File: src/rtl/delay_align_reader.sv
// delay_align_reader
//    Read-side companion to the fixed pipeline delay stages. Buffers a signed
//    sample stream from an upstream writer and holds it back until PRIME_LEVEL
//    samples have accumulated. After that it releases samples to a consumer
//    under a valid/ready handshake. Once the buffer drains, the stream must
//    re-prime before any more output is released.
//
//    Ports
//       clk        clock, all state changes on the rising edge
//       reset      synchronous active-low reset (0 = reset)
//       in_data    signed sample from the writer
//       in_valid   in_data is valid this cycle
//       in_ready   buffer can accept a write this cycle
//       out_data   head sample (first-word-fall-through), held while idle
//       out_valid  out_data is valid to the consumer
//       out_ready  consumer accepts out_data this cycle
//       level      current occupancy, 0..DEPTH
//       overflow   sticky flag: a write was offered while in_ready was low
module delay_align_reader #(
   parameter int DATA_W      = 25,
   parameter int DEPTH       = 8,
   parameter int PTR_W       = 3,
   parameter int PRIME_LEVEL = 2
) (
   input  logic              clk,
   input  logic              reset,
   input  logic [DATA_W-1:0] in_data,
   input  logic              in_valid,
   output logic              in_ready,
   output logic [DATA_W-1:0] out_data,
   output logic              out_valid,
   input  logic              out_ready,
   output logic [PTR_W:0]    level,
   output logic              overflow
);

   typedef enum logic {
      PRIME  = 1'b0,
      STREAM = 1'b1
   } state_t;

   localparam logic [PTR_W:0]   FULL_LVL  = DEPTH[PTR_W:0];
   localparam logic [PTR_W:0]   PRIME_LVL = PRIME_LEVEL[PTR_W:0];
   localparam logic [PTR_W:0]   LVL_ONE   = {{PTR_W{1'b0}}, 1'b1};
   localparam logic [PTR_W-1:0] PTR_ONE   = {{(PTR_W-1){1'b0}}, 1'b1};

   logic [DATA_W-1:0] mem_q [DEPTH];
   logic [PTR_W-1:0]  wrPtr_q, wrPtr_d;
   logic [PTR_W-1:0]  rdPtr_q, rdPtr_d;
   logic [PTR_W:0]    level_q, level_d;
   logic              overflow_q, overflow_d;
   logic [DATA_W-1:0] outHold_q;
   state_t            state_q, state_d;
   logic              wrEn, rdEn;

   // Handshake decode. in_ready looks only at occupancy, so a full buffer
   // refuses a write even when the consumer reads in the same cycle.
   // out_data follows the head entry while valid. Otherwise it holds the
   // last value it showed, which is 0 straight after reset.
   always_comb begin
      in_ready  = (level_q != FULL_LVL);
      out_valid = (state_q == STREAM) && (level_q != '0);
      out_data  = out_valid ? mem_q[rdPtr_q] : outHold_q;
      level     = level_q;
      overflow  = overflow_q;
      wrEn      = in_valid && in_ready;
      rdEn      = out_valid && out_ready;
   end

   // Next-state logic for pointers, occupancy, the sticky overflow flag and
   // the prime/stream FSM. A write that lands together with the read of the
   // last entry keeps level at 1, so the stream does not need to re-prime.
   always_comb begin
      wrPtr_d    = wrPtr_q;
      rdPtr_d    = rdPtr_q;
      level_d    = level_q;
      overflow_d = overflow_q;
      state_d    = state_q;

      if (wrEn) begin
         wrPtr_d = wrPtr_q + PTR_ONE;
      end
      if (rdEn) begin
         rdPtr_d = rdPtr_q + PTR_ONE;
      end

      case ({wrEn, rdEn})
         2'b10:   level_d = level_q + LVL_ONE;
         2'b01:   level_d = level_q - LVL_ONE;
         default: level_d = level_q;
      endcase

      if (in_valid && !in_ready) begin
         overflow_d = 1'b1;
      end

      case (state_q)
         PRIME: begin
            if (level_d >= PRIME_LVL) begin
               state_d = STREAM;
            end
         end
         STREAM: begin
            if (level_d == '0) begin
               state_d = PRIME;
            end
         end
         default: state_d = PRIME;
      endcase
   end

   // Control registers. Reset throws away everything that was buffered by
   // clearing the pointers and the occupancy.
   always_ff @(posedge clk) begin
      if (!reset) begin
         wrPtr_q    <= '0;
         rdPtr_q    <= '0;
         level_q    <= '0;
         overflow_q <= 1'b0;
         outHold_q  <= '0;
         state_q    <= PRIME;
      end else begin
         wrPtr_q    <= wrPtr_d;
         rdPtr_q    <= rdPtr_d;
         level_q    <= level_d;
         overflow_q <= overflow_d;
         outHold_q  <= out_data;
         state_q    <= state_d;
      end
   end

   // Sample storage. It has no reset because its contents are meaningless
   // until the occupancy says an entry is live.
   always_ff @(posedge clk) begin
      if (wrEn) begin
         mem_q[wrPtr_q] <= in_data;
      end
   end

endmodule

File: config.mk
export PLATFORM = sky130hd
export DESIGN_NAME = delay_align_reader
export DESIGN_NICKNAME = d
export VERILOG_FILES = /design/src/rtl/delay_align_reader.sv
export SDC_FILE = /design/constraint.sdc
export NUM_CORES = 1
export LEC_CHECK = 0
export ABC_AREA = 1
export BUFFER_PORTS_ARGS = -buffer_cell sky130_fd_sc_hd__buf_2
export CAP_MARGIN = 15
export CELL_PAD_IN_SITES_DETAIL_PLACEMENT = 1
export CELL_PAD_IN_SITES_GLOBAL_PLACEMENT = 1
export CORE_ASPECT_RATIO = 1.1
export CORE_MARGIN = 2
export CORE_UTILIZATION = 52
export CTS_CLUSTER_SIZE = 40
export DETAILED_ROUTE_END_ITERATION = 6
export GPL_ROUTABILITY_DRIVEN = 1
export GPL_TIMING_DRIVEN = 0
export PLACE_DENSITY = 0.88
export SYNTH_ARGS = -nofsm -noshare
export SYNTH_HDL_FRONTEND = slang
export SYNTH_SLANG_ARGS = --single-unit
File: constraint.sdc
create_clock -name clk -period 6.1 [get_ports clk]
set_input_delay 0 -clock clk [delete_from_list [all_inputs] [get_ports clk]]
set_output_delay 0 -clock clk [all_outputs]
set_load 0.01 [all_outputs]
==> metrics <==
result of the run=finished, final reports clean; synthesized area per cell=10.9 µm²; top-level port count=61; layout cell share with drive strength beyond 1=14.8%; Worst setup EP type=flop; cell family with the largest share of critical-path delay=simple AND/OR/NAND/NOR gates; count of vias placed by the detailed router=7,643; Critical Path Max Stage Delay=440 ps; synthesized cell area=9860 µm²; die span in y=~150 µm; critical hold path startpoint=in_data[6]; post-CTS setup buffers=0; number of detailed-route iterations in the first pass=6; data arrival at the endpoint of the critical path=3120 ps; Setup CP Type=flop to flop; WP buf/inv=1; Worst-Skew Late Latency=520 ps; leakage power summed over all cells=~4.7 nW; synthesized instance count=slightly above 900; post-synth cell types=31; fmax=0.367 GHz; RSZ-0062 raised after global routing=false; Sum Neg Setup Slack=0 ps; DRT antenna net count=0; floorplan die area=20,100 µm²; total of flip-flops plus latches after synthesis=240; starting utilization of the core area=53.4%; count of standard-cell rows=52; placed cell areas=10,600 µm²; area of the placeable core=18,500 µm²; actual transition at the worst max-transition pin=between 1000 and 1500 ps; wire length of the first global-routing pass=49.5 mm; remaining max-slew budget at the tightest pin=24.5%; ys flop type=sky130_fd_sc_hd__edfxtp_1; TritonCTS clock tree=done; area added between synthesis and finish=17.8%; fraction of synthesized cell area taken by the top area cell type=60.9%; antenna violations before repair=0; worst voltage drop across the vdd grid=314 µV; post-layout net count=1,060; Finished Layout Cells=1,286; cell at the root of the clock tree=sky130_fd_sc_hd__clkbuf_16; GRT Residual Overflow=0; data required time at the worst endpoint=6500 ps; via count of the first global-routing pass=between 8,000 and 9,000; asr flop ratio synth=0%; cell accounting for the most synthesized area=sky130_fd_sc_hd__edfxtp_1; CTS buffer count=24; worst-case clock buffer depth=3; pin count of the biggest net entering global routing=26; Port Buf Inserts=60; total count of max-transition violations in the final report=0; Routed Wire Length=around 33 mm; routability congestion estimate from global placement=roughly 0.79; post-detailed-route via-to-cell ratio=5.94; clock net sink count=240; number of cells after detailed placement=1,214; DRC violation count after routing=0; final worst clock skew=10.3 ps; Worst Setup SP=level[1]; peak fanout along the critical path=10; most frequent cells after synthesis=sky130_fd_sc_hd__nand2_1, sky130_fd_sc_hd__edfxtp_1, sky130_fd_sc_hd__nand3_1; Post-Synthesis Net Count=942; area of all placed cells without fillers=between 10,000 and 15,000 µm²; min Tclk post-route=2720 ps; share of the yosys chip area belonging to registers=69.0%; CTS H-tree lvls=1; horizontal die dimension=135 µm; critical path's slowest cell=sky130_fd_sc_hd__dfxtp_1; Warnings, synthesis=0; reported max-cap violation count=0; clock-pin slew on the worst setup and hold paths=60 ps; synth top area cells=sky130_fd_sc_hd__edfxtp_1, sky130_fd_sc_hd__nand2_1, sky130_fd_sc_hd__dfxtp_1; post-DR wirelength/cell=25.5 µm; DR iter-0 viols=869; placed wire-length estimate=a little under 20 mm; Finish-stage setup viols=0; type of the most critical hold path=input port to flop; final critical-path share of the clock period=44.7%; worst flop-to-flop path startpoint=level[1]; power density of the placed cells=458 nW/µm²; critical path cell sequence=nor2_2 -> nand3_2 -> nand2_4 -> nor2_2 -> ha_1 -> nand2_1 -> inv_1 -> nor2_1 -> ha_1 -> or2_2 -> o21ai_0 -> o21ai_0 -> a21oi_1 -> nand2_1; count of flip-flops with a built-in enable after synthesis=200; overall global routing resource usage=33.4%; cell with the most instances after synthesis=sky130_fd_sc_hd__nand2_1; Hold Vio Cnt, Final=0; crit start category=flop
## logic make-up (layout without fill, tap and decap cells)
kind of cell,Yosys count,after routing,share of synthesized area [%]
buffers and inverters,86,220,4.86
and+or+nand+nor,508,508,21.2
AOI/OAI and AO/OA,67,67,4.04
other,0,1,0
xor gates and xnor gates,2,2,0.178
DFF,240,240,69.0
adders and majority gates,5,5,0.635
## per-stage QoR
| stage | worst slack [ps] | power (mW) | hold slack [ps] | util (%) |
|---|---|---|---|---|
| finish | 3380 | 5.32 | 293 | 62.9 |
| global route | 3160 | 5.53 | 309 | 62.9 |
| CTS | 3370 | 5.25 | 294 | 62.9 |
| detailed placement | 3460 | 3.81 | 282 | 57.4 |
| global placement | 2490 | 3.66 | 271 | 56.6 |
| floorplan | 3590 | 3.11 | 98.9 | - |
## repair_timing
action / 4_1_cts / 5_1_grt
hold buffers: 29 / 0
gates resized for setup: 0 / 0
endpoints found under the hold margin: 210 / 0
## final timing paths
kind              slack [ps]           to  depth (start not counted)
hold reg to reg          470     overflow                          2
hold / removal           290  mem_q[4][6]                          2
setup / recovery        3380      state_q                         14
setup reg to reg        3380      state_q                         14
## layout by cell type, fill, tap and decap left out
master / instances
sky130_fd_sc_hd__buf_8: 2
sky130_fd_sc_hd__clkbuf_1: 19
sky130_fd_sc_hd__nand2_4: 1
sky130_fd_sc_hd__nor3_1: 1
sky130_fd_sc_hd__buf_1: 2
sky130_fd_sc_hd__dlygate4sd3_1: 29
sky130_fd_sc_hd__o211ai_2: 5
sky130_fd_sc_hd__o21ai_0: 22
sky130_fd_sc_hd__clkbuf_16: 25
sky130_fd_sc_hd__inv_1: 37
sky130_fd_sc_hd__nand2_1: 352
sky130_fd_sc_hd__a21oi_2: 4
sky130_fd_sc_hd__dfxtp_1: 40
sky130_fd_sc_hd__a21oi_1: 32
sky130_fd_sc_hd__nor2_1: 39
sky130_fd_sc_hd__nand3_1: 87
sky130_fd_sc_hd__buf_16: 3
sky130_fd_sc_hd__inv_4: 1
sky130_fd_sc_hd__buf_6: 12
sky130_fd_sc_hd__or2_2: 2
sky130_fd_sc_hd__nor3b_1: 1
sky130_fd_sc_hd__nand3_2: 5
sky130_fd_sc_hd__or2_0: 5
sky130_fd_sc_hd__buf_4: 7
sky130_fd_sc_hd__xnor2_1: 2
sky130_fd_sc_hd__edfxtp_1: 200
sky130_fd_sc_hd__nor2_2: 2
sky130_fd_sc_hd__clkbuf_8: 3
sky130_fd_sc_hd__ha_1: 5
sky130_fd_sc_hd__inv_2: 2
sky130_fd_sc_hd__o211ai_1: 4
sky130_fd_sc_hd__nand4_1: 1
sky130_fd_sc_hd__clkinv_1: 6
sky130_fd_sc_hd__buf_2: 72
sky130_fd_sc_hd__nor2_4: 8
sky130_fd_sc_hd__diode_2: 1
sky130_fd_sc_hd__or2_1: 4
## metal layers
layer / vias up / routed length [µm] / track usage (%)
li1: 3296 / - / -
met3: 122 / 2710 / 5.73
met2: 461 / 16500 / 57.2
met1: 3764 / 12200 / 41.4
met5: - / 0 / 0
met4: 0 / 1480 / 15.9
## area by class of cell
type / instances / area [µm²]
multi-input cells: 582 / 2630
clock inverters: 4 / 15.0
repair buffers: 92 / 673
fillers: 1970 / 6860
well taps: 243 / 304
diodes: 1 / 2.50
flip-flops and latches: 240 / 6810
inverters: 42 / 160
plain buffers: 44 / 319
clock buffers: 38 / 704
## sequential cells by signal, indices dropped and copies added (netlist names), named ones only
register and cells:
level 4, wrPtr_q 3, overflow 1, state_q 1
outHold_q 25, mem_q 200, rdPtr_q 3
## where the power goes
part	switching, mW	internal, mW	total (mW)
clock	0.628	0.787	1.41
combinational	1.29	0.578	1.87
sequential	0.0775	1.96	2.03
total	2.00	3.32	5.32
No activity file was read; power rests on OpenSTA's default activity.
